File: config.mk
export PLATFORM = sky130hd
export DESIGN_NAME = chart_sequencer
export DESIGN_NICKNAME = d
export VERILOG_FILES = /design/src/rtl/chart_sequencer.sv
export SDC_FILE = /design/constraint.sdc
export NUM_CORES = 1
export LEC_CHECK = 0
export BUFFER_PORTS_ARGS = -buffer_cell sky130_fd_sc_hd__buf_2
export CAP_MARGIN = 20
export CORE_MARGIN = 8
export CORE_UTILIZATION = 58
export DETAILED_ROUTE_END_ITERATION = 8
export GPL_ROUTABILITY_DRIVEN = 0
export PLACE_DENSITY = 0.79
export SETUP_SLACK_MARGIN = 0.5
export SLEW_MARGIN = 5
export SYNTH_ARGS = -nofsm -noshare
export SYNTH_HDL_FRONTEND = slang
export SYNTH_SLANG_ARGS = --single-unit
File: constraint.sdc
create_clock -name Clk -period 2.1 [get_ports Clk]
set_input_delay 0.315 -clock Clk [delete_from_list [all_inputs] [get_ports Clk]]
set_output_delay 0.315 -clock Clk [all_outputs]
set_load 0.05 [all_outputs]
File: src/rtl/chart_sequencer.sv
// -----------------------------------------------------------------------------
// chart_sequencer
//   Plays a step chart. Rows of 5 bits are fetched from a synchronous chart
//   ROM, and one row of lane-spawn bits is emitted per tempo beat. Chart
//   timing advances only on rising edges of the vsync-rate frame tick.
//   This block owns the song state: idle, fetch, play, pause, drain and done.
//
// Ports
//   Clk            in   1       system clock
//   reset_n        in   1       asynchronous active-low reset
//   frame_clk      in   1       vsync-rate tick; its rising edge is detected on Clk
//   start          in   1       begin song from row 0 (honoured in IDLE/DONE only)
//   pause          in   1       level; freezes chart progress while high
//   rom_addr       out  ADDR_W  chart ROM row address
//   rom_data       in   5       ROM row: [4]=end marker, [3:0]=lanes 0..3
//   display_signal out  4       lane spawn bits, held for one full frame
//   playing        out  1       high in PLAY and PAUSE
//   song_done      out  1       high in DONE
//   row_index      out  ADDR_W  index of the last emitted row
// -----------------------------------------------------------------------------
module chart_sequencer #(
    parameter int ADDR_W         = 12,
    parameter int FRAMES_PER_ROW = 8,
    parameter int DRAIN_FRAMES   = 240
) (
    input  logic              Clk,
    input  logic              reset_n,
    input  logic              frame_clk,
    input  logic              start,
    input  logic              pause,
    output logic [ADDR_W-1:0] rom_addr,
    input  logic [4:0]        rom_data,
    output logic [3:0]        display_signal,
    output logic              playing,
    output logic              song_done,
    output logic [ADDR_W-1:0] row_index
);

    localparam logic [2:0] S_IDLE  = 3'd0;
    localparam logic [2:0] S_FETCH = 3'd1;
    localparam logic [2:0] S_PLAY  = 3'd2;
    localparam logic [2:0] S_PAUSE = 3'd3;
    localparam logic [2:0] S_DRAIN = 3'd4;
    localparam logic [2:0] S_DONE  = 3'd5;

    localparam logic [7:0]  BEAT_LAST  = 8'(FRAMES_PER_ROW - 1);
    localparam logic [15:0] DRAIN_LAST = 16'(DRAIN_FRAMES - 1);

    logic [2:0]        r_state;
    logic [2:0]        w_state_nxt;
    logic              r_frame_d;
    logic              w_fedge;
    logic [7:0]        r_beat_cnt;
    logic [15:0]       r_drain_cnt;
    logic [4:0]        r_row_buf;
    logic [1:0]        r_ld;
    logic [ADDR_W-1:0] r_rom_addr;
    logic [ADDR_W-1:0] r_row_index;
    logic [3:0]        r_disp;
    logic              r_playing;
    logic              r_song_done;
    logic              w_beat_end;
    logic              w_chart_end;
    logic              w_advance;
    logic              w_emit;
    logic              w_fetch_go;

    assign w_fedge     = frame_clk & ~r_frame_d;
    assign w_beat_end  = (r_beat_cnt == BEAT_LAST);
    // The last ROM address is never emitted, so rom_addr cannot wrap to 0.
    assign w_chart_end = r_row_buf[4] | (r_rom_addr == {ADDR_W{1'b1}});
    assign w_advance   = (r_state == S_PLAY) & w_fedge & ~pause;
    assign w_emit      = w_advance & w_beat_end & ~w_chart_end;
    assign w_fetch_go  = start & ((r_state == S_IDLE) | (r_state == S_DONE));

    assign rom_addr       = r_rom_addr;
    assign row_index      = r_row_index;
    assign display_signal = r_disp;
    assign playing        = r_playing;
    assign song_done      = r_song_done;

    // Song state transitions.
    always_comb begin
        w_state_nxt = r_state;
        case (r_state)
            S_IDLE: begin
                if (start) w_state_nxt = S_FETCH;
                else       w_state_nxt = S_IDLE;
            end
            S_FETCH: begin
                if (r_ld[1]) w_state_nxt = S_PLAY;
                else         w_state_nxt = S_FETCH;
            end
            S_PLAY: begin
                if (w_fedge && pause)                   w_state_nxt = S_PAUSE;
                else if (w_advance && w_beat_end && w_chart_end) w_state_nxt = S_DRAIN;
                else                                    w_state_nxt = S_PLAY;
            end
            S_PAUSE: begin
                if (w_fedge && !pause) w_state_nxt = S_PLAY;
                else                   w_state_nxt = S_PAUSE;
            end
            S_DRAIN: begin
                if (w_fedge && (r_drain_cnt == DRAIN_LAST)) w_state_nxt = S_DONE;
                else                                        w_state_nxt = S_DRAIN;
            end
            S_DONE: begin
                if (start) w_state_nxt = S_FETCH;
                else       w_state_nxt = S_DONE;
            end
            default: w_state_nxt = S_IDLE;
        endcase
    end

    // State register plus status flags registered from the next state.
    always_ff @(posedge Clk or negedge reset_n) begin
        if (!reset_n) begin
            r_state     <= S_IDLE;
            r_playing   <= 1'b0;
            r_song_done <= 1'b0;
        end else begin
            r_state     <= w_state_nxt;
            r_playing   <= (w_state_nxt == S_PLAY) | (w_state_nxt == S_PAUSE);
            r_song_done <= (w_state_nxt == S_DONE);
        end
    end

    // Frame-edge delay and ROM access: r_ld marks the cycle when rom_data
    // reflects the address issued two edges earlier.
    always_ff @(posedge Clk or negedge reset_n) begin
        if (!reset_n) begin
            r_frame_d   <= 1'b0;
            r_ld        <= 2'b00;
            r_rom_addr  <= {ADDR_W{1'b0}};
            r_row_index <= {ADDR_W{1'b0}};
            r_row_buf   <= 5'd0;
        end else begin
            r_frame_d <= frame_clk;
            if (w_fetch_go || w_emit) r_ld <= 2'b01;
            else                      r_ld <= {r_ld[0], 1'b0};
            if (w_fetch_go) begin
                r_rom_addr  <= {ADDR_W{1'b0}};
                r_row_index <= {ADDR_W{1'b0}};
            end else if (w_emit) begin
                r_rom_addr  <= r_rom_addr + {{(ADDR_W-1){1'b0}}, 1'b1};
                r_row_index <= r_rom_addr;
            end
            if (r_ld[1]) r_row_buf <= rom_data;
        end
    end

    // Beat and drain counters plus the registered lane output.
    always_ff @(posedge Clk or negedge reset_n) begin
        if (!reset_n) begin
            r_beat_cnt  <= 8'd0;
            r_drain_cnt <= 16'd0;
            r_disp      <= 4'd0;
        end else begin
            if ((r_state == S_FETCH) && r_ld[1]) begin
                r_beat_cnt <= BEAT_LAST;
            end else if (w_advance) begin
                if (w_beat_end) r_beat_cnt <= 8'd0;
                else            r_beat_cnt <= r_beat_cnt + 8'd1;
            end
            if (w_advance && w_beat_end && w_chart_end) r_drain_cnt <= 16'd0;
            else if ((r_state == S_DRAIN) && w_fedge)   r_drain_cnt <= r_drain_cnt + 16'd1;
            // Lanes are presented only on an emitting fedge; every other fedge clears them.
            if (w_fedge) begin
                if (w_emit) r_disp <= r_row_buf[3:0];
                else        r_disp <= 4'd0;
            end
        end
    end

endmodule
### Yosys cells after proc, flatten, opt, wreduce, memory -nomap -nowiden

Cells that the tools add are included.

| word-level totals | value |
|---|---|
| register bits after elaboration | 65 |
| input port bits | 10 |
| output and inout port bits | 30 |
| logic and storage cells | 69 |

| cells by class | value |
|---|---|
| add/sub/neg operators | 3 |
| equal/unequal tests | 11 |
| multiplexer cells | 19 |
| bitwise gates (word level) | 12 |
| reduce and logical (&&, ||, !) cells | 13 |

Operators by type and width:

| cell | number |
|---|---|
| two-way mux 12 bit | 4 |
| two-way mux 16 bit | 2 |
| two-way mux 8 bit | 3 |
| case mux 3 bit (6 select lines) | 1 |
| adder 16 x 1 -> 16 bit, second input constant | 1 |
| == test 16 x 8 -> 1 bit, second input constant | 1 |
| adder 12 x 1 -> 12 bit, second input constant | 1 |
| == test 12 bit, second input constant | 1 |
| == test 3 x 2 -> 1 bit, second input constant | 4 |
| == test 3 bit, second input constant | 3 |
| two-way mux 3 bit | 3 |
| adder 8 x 1 -> 8 bit, second input constant | 1 |
| == test 8 x 3 -> 1 bit, second input constant | 1 |
| logical AND 1 bit | 7 |
| bitwise AND 1 bit | 6 |
| nonzero test 2 bit | 3 |
| two-way mux 2 bit | 2 |
| two-way mux 4 bit | 1 |
| == test 3 x 1 -> 1 bit, second input constant | 1 |
| logical NOT 3 bit | 1 |
| two-way mux 1 bit | 3 |
| inverter 1 bit | 3 |
| OR 1 bit | 3 |
| logical NOT 1 bit | 1 |
| logical OR 1 bit | 1 |

### Longest topological paths before layout

Gate-level depths: netlist of the first run.

| depth | value |
|---|---|
| depth in word-level cells | 11 |
| depth in mapped cells | 7 |
| gate-level depth less buffers | 5 |

### Least setup slack after synthesis of the first run

OpenSTA, ideal clock, no wires.

| timing path | value |
|---|---|
| kind | register to register |
| from | register r_rom_addr[0], in the netlist rom_addr[0] |
| to | register r_rom_addr[10], in the netlist rom_addr[10] |
| data arrival time | 2222 ps |
| slack | -201 ps |
| cell stages (with the launch flop) | 8 |
| buffers on the path | 2 |
| period minus slack after synthesis | 2301 ps |
| cells stage by stage | dfrtp_1 ha_1 nand3_2 or4_1 clkbuf_1 buf_2 nand4_1 mux2i_1 |

| between the ends | value |
|---|---|
| cells in the longest elaborated chain, start to end | 5 |
| elaborated cells on any way between the ends | 8 |
| classes of those cells | add/sub (1); eq/ne (1); mux (2); bitwise (3); reduce/logical (1) |

RTL lines:

| item | line | text |
|---|---|---|
| start: declaration | 57 | `logic [ADDR_W-1:0] r_rom_addr;` |
| start signal: assignment | 134 | `r_rom_addr <= {ADDR_W{1'b0}};` |
| start signal: assignment | 142 | `r_rom_addr <= {ADDR_W{1'b0}};` |
| start signal: assignment | 145 | `r_rom_addr <= r_rom_addr + {{(ADDR_W-1){1'b0}}, 1'b1};` |
| branches (longest 5 deep; another with adder 12 x 1 -> 12 bit) | - |  |

Several ways; the timed one is not identified. The select of a mux whose other input is x is not followed.
A chain may end at the register's enable or synchronous reset.

### Worst setup path after layout of the first run

| timing path | value |
|---|---|
| from | register r_rom_addr[9], in the netlist rom_addr[9] |
| to | register r_song_done, in the netlist song_done |

| between the ends | value |
|---|---|
| cells in the longest elaborated chain, start to end | 7 |

RTL lines:

| item | line | text |
|---|---|---|
| == test 12 bit | 71 | `assign w_chart_end = r_row_buf[4] \| (r_rom_addr == {ADDR_W{1'b1}});` |
| OR 1 bit | 71 |  |
| logical AND 1 bit | 96 | `else if (w_advance && w_beat_end && w_chart_end) w_state_nxt = S_DRAIN;` |
| two-way mux 3 bit | 96 |  |
| two-way mux 3 bit | 95 | `if (w_fedge && pause) w_state_nxt = S_PAUSE;` |
| case mux 3 bit (6 select lines) | 85 | `case (r_state)` |
| == test 3 bit | 124 | `r_song_done <= (w_state_nxt == S_DONE);` |
| end signal: assignment | 124 |  |
| end: declaration | 61 | `logic r_song_done;` |

Every way passes these cells.

==> impl_metrics.toml, run 1 <==
[synthesis]
ys_warn_count = 0
synth_seq_area_share_pct = 49.62
synth_nets = 343
synth_flop_cell = "dfrtp_1"
syn_area_mm2 = 0.003278
synth_edf_count = 0
synth_seq_cells = 65
postSynthCellCount = 330
async_reset_ff_share_pct = 100.0
synth_area_per_cell_um2 = 9.934
yosysUniqueCellTypes = 50

[drt]
drt_iter0_markers = 308
vias_per_cell = 6.618
routed_wirelength_um = 11340
antenna_left = 0
post_drt_wl_per_cell_um = 22.82
drt_pass1_iterations = 5
drc = 0
via_count = 3289

[worst_setup_path]
cpPeakStageDelay_ns = 0.43
crit_type = "reg2reg"
start_kind = "flop"
crit_required_ns = 2.37
crit_chain = "nand4_1 > buf_4 > o41ai_4 > nor3b_4 > buf_12 > a2bb2oi_2"
crit_path_end_kind = "flop"
cp.arrival_ns = 2.24
cp_max_fo = 20
cp_slowest_cell = "dfrtp_2"

[global_route]
grt_pass1_vias = 3046
grtUsageTotal_pct = 22.45
antenna_found_initial = 0
gr-total-overflow = 0
grt_pass1_wl_um = 15150
grt_start_max_net_pins = 66

[sta]
period_minus_slack_ns = 1.971
holdWs_ns = -0.02637
rsz0062_at_grt = "true"
finalCritPeriodShare_pct = 93.87
finalSetupViolations = 0
fmax_mhz = 507.3
finClkSkew_ns = 0.01833
tns_ns = 0
relSlewSlack_pct = 64.67
finalHoldViolations = 26
drv_slew = 0
tightest_slew_ns = 0.5279

[flow_run]
maxCapViolCount = 0

[floorplan]
die_y_um = 91.18
ios = 40
die_w_um = 91.18
die-area_mm2 = 0.008314
core_area_mm2 = 0.005473
initial_core_util_pct = 59.90
rows = 27

[finish]
seq_area_mm2 = 0.001645
mostFrequentLayoutCell = "dfrtp_1"
final_cells = 497
drive_above_1_share_pct = 44.00
multi_input_area_mm2 = 0.001814
n_fill_cell = 265
fin_nets = 433
area_growth_pct = 41.49
antennaDiodeCount = 0
mostFrequentLayoutCells = "dfrtp_1, buf_4, buf_2"

[clock_network]
numClockSinks = 65
cts-root-buf = "clkbuf_8"
clock_latency_ns = 0.36
clk_pin_slew_ns = 0.09
htreeDepth = 3
clk_path_buf_depth = 2
cts_tree = "yes"
cts_hold_buf = 0
cts_buffers = 9

[worst_hold_path]
hold_class = "in2async"

[status]
violations = "negative hold slack"
status = "complete, but fails checks"

[pwr]
leakage_nw = 2.088
vdd_ir_drop_max_uv = 694.0
power.density_mw_per_mm2 = 905.0

[placement]
dp_hpwl_um = 5014
dpl.cell_count = 435
portBuffers = 39
state kept, by name, summed over array words and instances (netlist names):
signal and count:
song_done 1, playing 1, row_index 12, r_drain_cnt 16
r_beat_cnt 8, r_ld 2, rom_addr 12, r_frame_d 1
r_row_buf 5, r_state 3, display_signal 4
worst max-delay path, delay by kind of cell, from the launching register on:
family | cells | cell delay [ns]
AO/OA/AOI/OAI | 2 | 0.53
AND/OR/NAND/NOR | 2 | 0.51
flip-flops | 1 | 0.43
buffers and inverters | 2 | 0.40
synth_stat cells, types with 8 or more instances:
cell	n	share of area, %
a21oi_1	22	3.4
and3_1	9	1.7
buf_2	9	1.4
dfrtp_1	65	50
nand2_1	34	3.9
nand2b_1	9	1.7
nand3_1	25	3.8
nand4_1	12	2.3
nor2_1	15	1.7
o21ai_0	10	1.5
o21ai_1	15	2.3
or3_1	8	1.5
area by class of cell:
cell class,count,share of cell area (%)
sequential,65,35.47
timing repair buffer,96,17.75
clock inverter,7,2.563
tap,72,1.942
inverter,6,0.4856
multi-input combinational,242,39.12
clock buffer,9,2.671
stage by stage:
stage | power, mW | util, % | instance area, um2 | setup WS [ns] | hold WS [ns]
6_report | 4.198 | 84.75 | 4638 | 0.1287 | -0.02637
5_1_grt | 4.328 | 84.75 | 4638 | 0.1121 | 0.01123
4_1_cts | 3.922 | 78.97 | 4322 | 0.2846 | 0.01145
3_5_place_dp | 2.456 | 66.99 | 3666 | 0.2434 | 0.3731
3_3_place_gp | 2.418 | 66.99 | 3666 | 0.3025 | 0.3550
2_1_floorplan | 2.190 | - | 3361 | 0.1736 | 0.01941
layer usage:
layer	vias to the layer above	wire [um]	GRT usage (%)
met5	-	0	0
met4	0	651	12.96
met3	72	831	5.761
met2	190	5565	36.15
met1	1633	4293	26.71
li1	1394	-	-
final timing paths:
path | start | end | slack [ns] | cells after the start
setup / recovery | rom_addr[9] | song_done | 0.13 | 6
hold / removal | reset_n | r_beat_cnt[6] | -0.03 | 2
setup reg to reg | rom_addr[9] | song_done | 0.13 | 6
hold reg to reg | r_row_buf[0] | display_signal[0] | 0.50 | 1
max in group asynchronous | reset_n | r_state[2] | 1.80 | 2
min in group Clk | frame_clk | r_frame_d | 0.15 | 1
what timing repair did:
action	in CTS	in global routing
endpoints found under the setup margin	53	57
pin swaps	15	25
resized for setup	33	34
gates cloned	6	1
setup buffers	21	18
cell families (layout without fill, tap and decap cells):
group	Yosys count	count (layout)	synth area share, %
fa+ha+maj	3	3	1.145
simple gates	151	151	26.83
xor+xnor	11	11	2.939
flops	65	65	49.62
buf+inv	23	118	3.320
compound gates	67	67	12.94
mux	10	10	3.206
where the power goes:
part / leakage, nW / switching [mW] / internal, mW
registers: 0.844 / 0.194 / 1.42
clock network: 0.115 / 0.540 / 0.788
logic: 1.13 / 0.719 / 0.535
Power figures use the tool's default switching activity.
==> run 2, diff against run 1 <==
- CORE_ASPECT_RATIO: unset -> 0.8
==> run 2 against run 1 <==
The run now ends clean. Critical path depth rose by 1. Sequential power about the same. Final cell count up 2.8%. First-iteration DRC count shrank 1.6%. Largest power group unchanged. Largest cell class unchanged. Power is 4.6% lower. Non-clock buffer count up 8. Die area increased by 0.18%. Flip-flop and latch count is the same. Fmax is 4.6% higher. Clock skew increased by 0.0029 ns. Clock power is 17% lower.
==> impl_metrics.toml, run 2 (same netlist as run 1, synthesis figures left out) <==
[status]
status = "finished clean"

[finish]
mostFrequentLayoutCell = "dfrtp_1"
multi_input_area_mm2 = 0.001812
largest-register = "r_drain_cnt"
n_fill_cell = 250
area_growth_pct = 42.79
utilization_pct = 85.65
largest_reg_flops = 16
mostFrequentLayoutCells = "dfrtp_1, buf_4, buf_2"
fin_nets = 441
seq_area_mm2 = 0.001648
drive_above_1_share_pct = 44.34
antennaDiodeCount = 0

[drt]
vias_per_cell = 6.540
post_drt_wl_per_cell_um = 22.04
antenna_left = 0
drt_pass1_iterations = 6
via_count = 3342
routed_wirelength_um = 11260
drt_iter0_markers = 303
drc = 0

[sta]
period_minus_slack_ns = 1.885
finalHoldViolations = 0
fmax_mhz = 530.5
relSlewSlack_pct = 66.87
finalCritPeriodShare_pct = 89.76
rsz0062_at_grt = "true"
finalSetupViolations = 0
drv_slew = 0
tns_ns = 0
tightest_slew_ns = 0.4951
finClkSkew_ns = 0.02128

[clock_network]
clk_path_buf_depth = 2
clk_pin_slew_ns = 0.09
cts_tree = "yes"
clock_latency_ns = 0.36
htreeDepth = 3
cts_buffers = 9
cts-root-buf = "clkbuf_8"
numClockSinks = 65

[floorplan]
die_w_um = 100.1
die_y_um = 83.24
initial_core_util_pct = 59.98
ios = 40
die-area_mm2 = 0.008329
rows = 24
core_area_mm2 = 0.005465

[worst_setup_path]
cp_max_fo = 6
reg2reg_from = "rom_addr[1]"
crit_type = "reg2reg"
crit_chain = "ha_4 > nand3_4 > o41ai_4 > buf_6 > buf_4 > o41ai_1 > a21oi_1"
crit_path_end_kind = "flop"
r2r_end = "rom_addr[4]"
cpPeakStageDelay_ns = 0.45
cp.arrival_ns = 2.09
rrSetupSlack_ns = 0.21
start_kind = "flop"
cp_num_cells = 7
rr_worst_depth = 7
crit_required_ns = 2.30
crit_buf_inv = 2
path_delay_family = "compound AO/OA/AOI/OAI gates"
cp_slowest_cell = "dfrtp_2"

[placement]
portBuffers = 39
dp_hpwl_um = 5303

[worst_hold_path]
hold_class = "in2reg"
whs_path_depth = 1
min_to = "r_frame_d"
holdCritStartpoint = "frame_clk"

[global_route]
grt_start_max_net_pins = 34
antenna_found_initial = 0
grtUsageTotal_pct = 22.12
grt_pass1_wl_um = 14860
gr-total-overflow = 0
grt_pass1_vias = 3053

[pwr]
power.density_mw_per_mm2 = 855.6
vdd_ir_drop_max_uv = 668.8
leakage_nw = 2.112

[flow_run]
maxCapViolCount = 0
[run 2: worst max path at each step]
stage	slack (ns)	from	endpoint
detailed placement	0.25	r_state[0]	r_drain_cnt[15]
global placement	0.33	rom_addr[7]	rom_addr[2]
finish	0.21	rom_addr[1]	rom_addr[4]
CTS	0.32	r_state[0]	r_drain_cnt[15]
global route	0.16	rom_addr[1]	rom_addr[8]
floorplan	0.17	rom_addr[7]	rom_addr[10]
[run 2: stage by stage]
| step | hold WS [ns] | setup WS [ns] | cells | area [um2] | power [mW] |
|---|---|---|---|---|---|
| 6_report | 0.1609 | 0.2149 | 511 | 4681 | 4.005 |
| 5_1_grt | 0.1575 | 0.1623 | 511 | 4681 | 4.154 |
| 4_1_cts | 0.1217 | 0.3181 | 489 | 4299 | 3.736 |
| 3_5_place_dp | 0.2437 | 0.2496 | 442 | 3681 | 2.468 |
| 3_3_place_gp | 0.2460 | 0.3291 | 442 | 3681 | 2.418 |
| 2_1_floorplan | 0.01941 | 0.1736 | 330 | 3361 | 2.190 |
[run 2: power breakdown]
group | internal (mW) | switching (mW)
Combinational | 0.562 | 0.701
Clock | 0.558 | 0.544
Sequential | 1.42 | 0.216
Total | 2.54 | 1.46
[run 2: final cells by class]
class,instances,area share (%)
timing repair buffer,104,19.22
tap,78,2.085
inverter,6,0.4812
multi-input combinational,242,38.71
clock inverter,7,1.657
clock buffer,9,2.646
sequential,65,35.20
[run 2: per-layer routing]
metal | part of all wire (%) | global-route usage (%)
met3 | 9.7 | 5.500
met2 | 49 | 34.18
met4 | 3.9 | 10.14
met1 | 37 | 28.40
met5 | 0 | 0
[run 2: what timing repair did]
item                                    CTS  global route
gates cloned                              4             2
endpoints found under the setup margin   53            60
resized for setup                        23            44
hold buffers                              1             0
endpoints found under the hold margin    13             0
pin swaps                                11            25
buffers inserted                         26            20
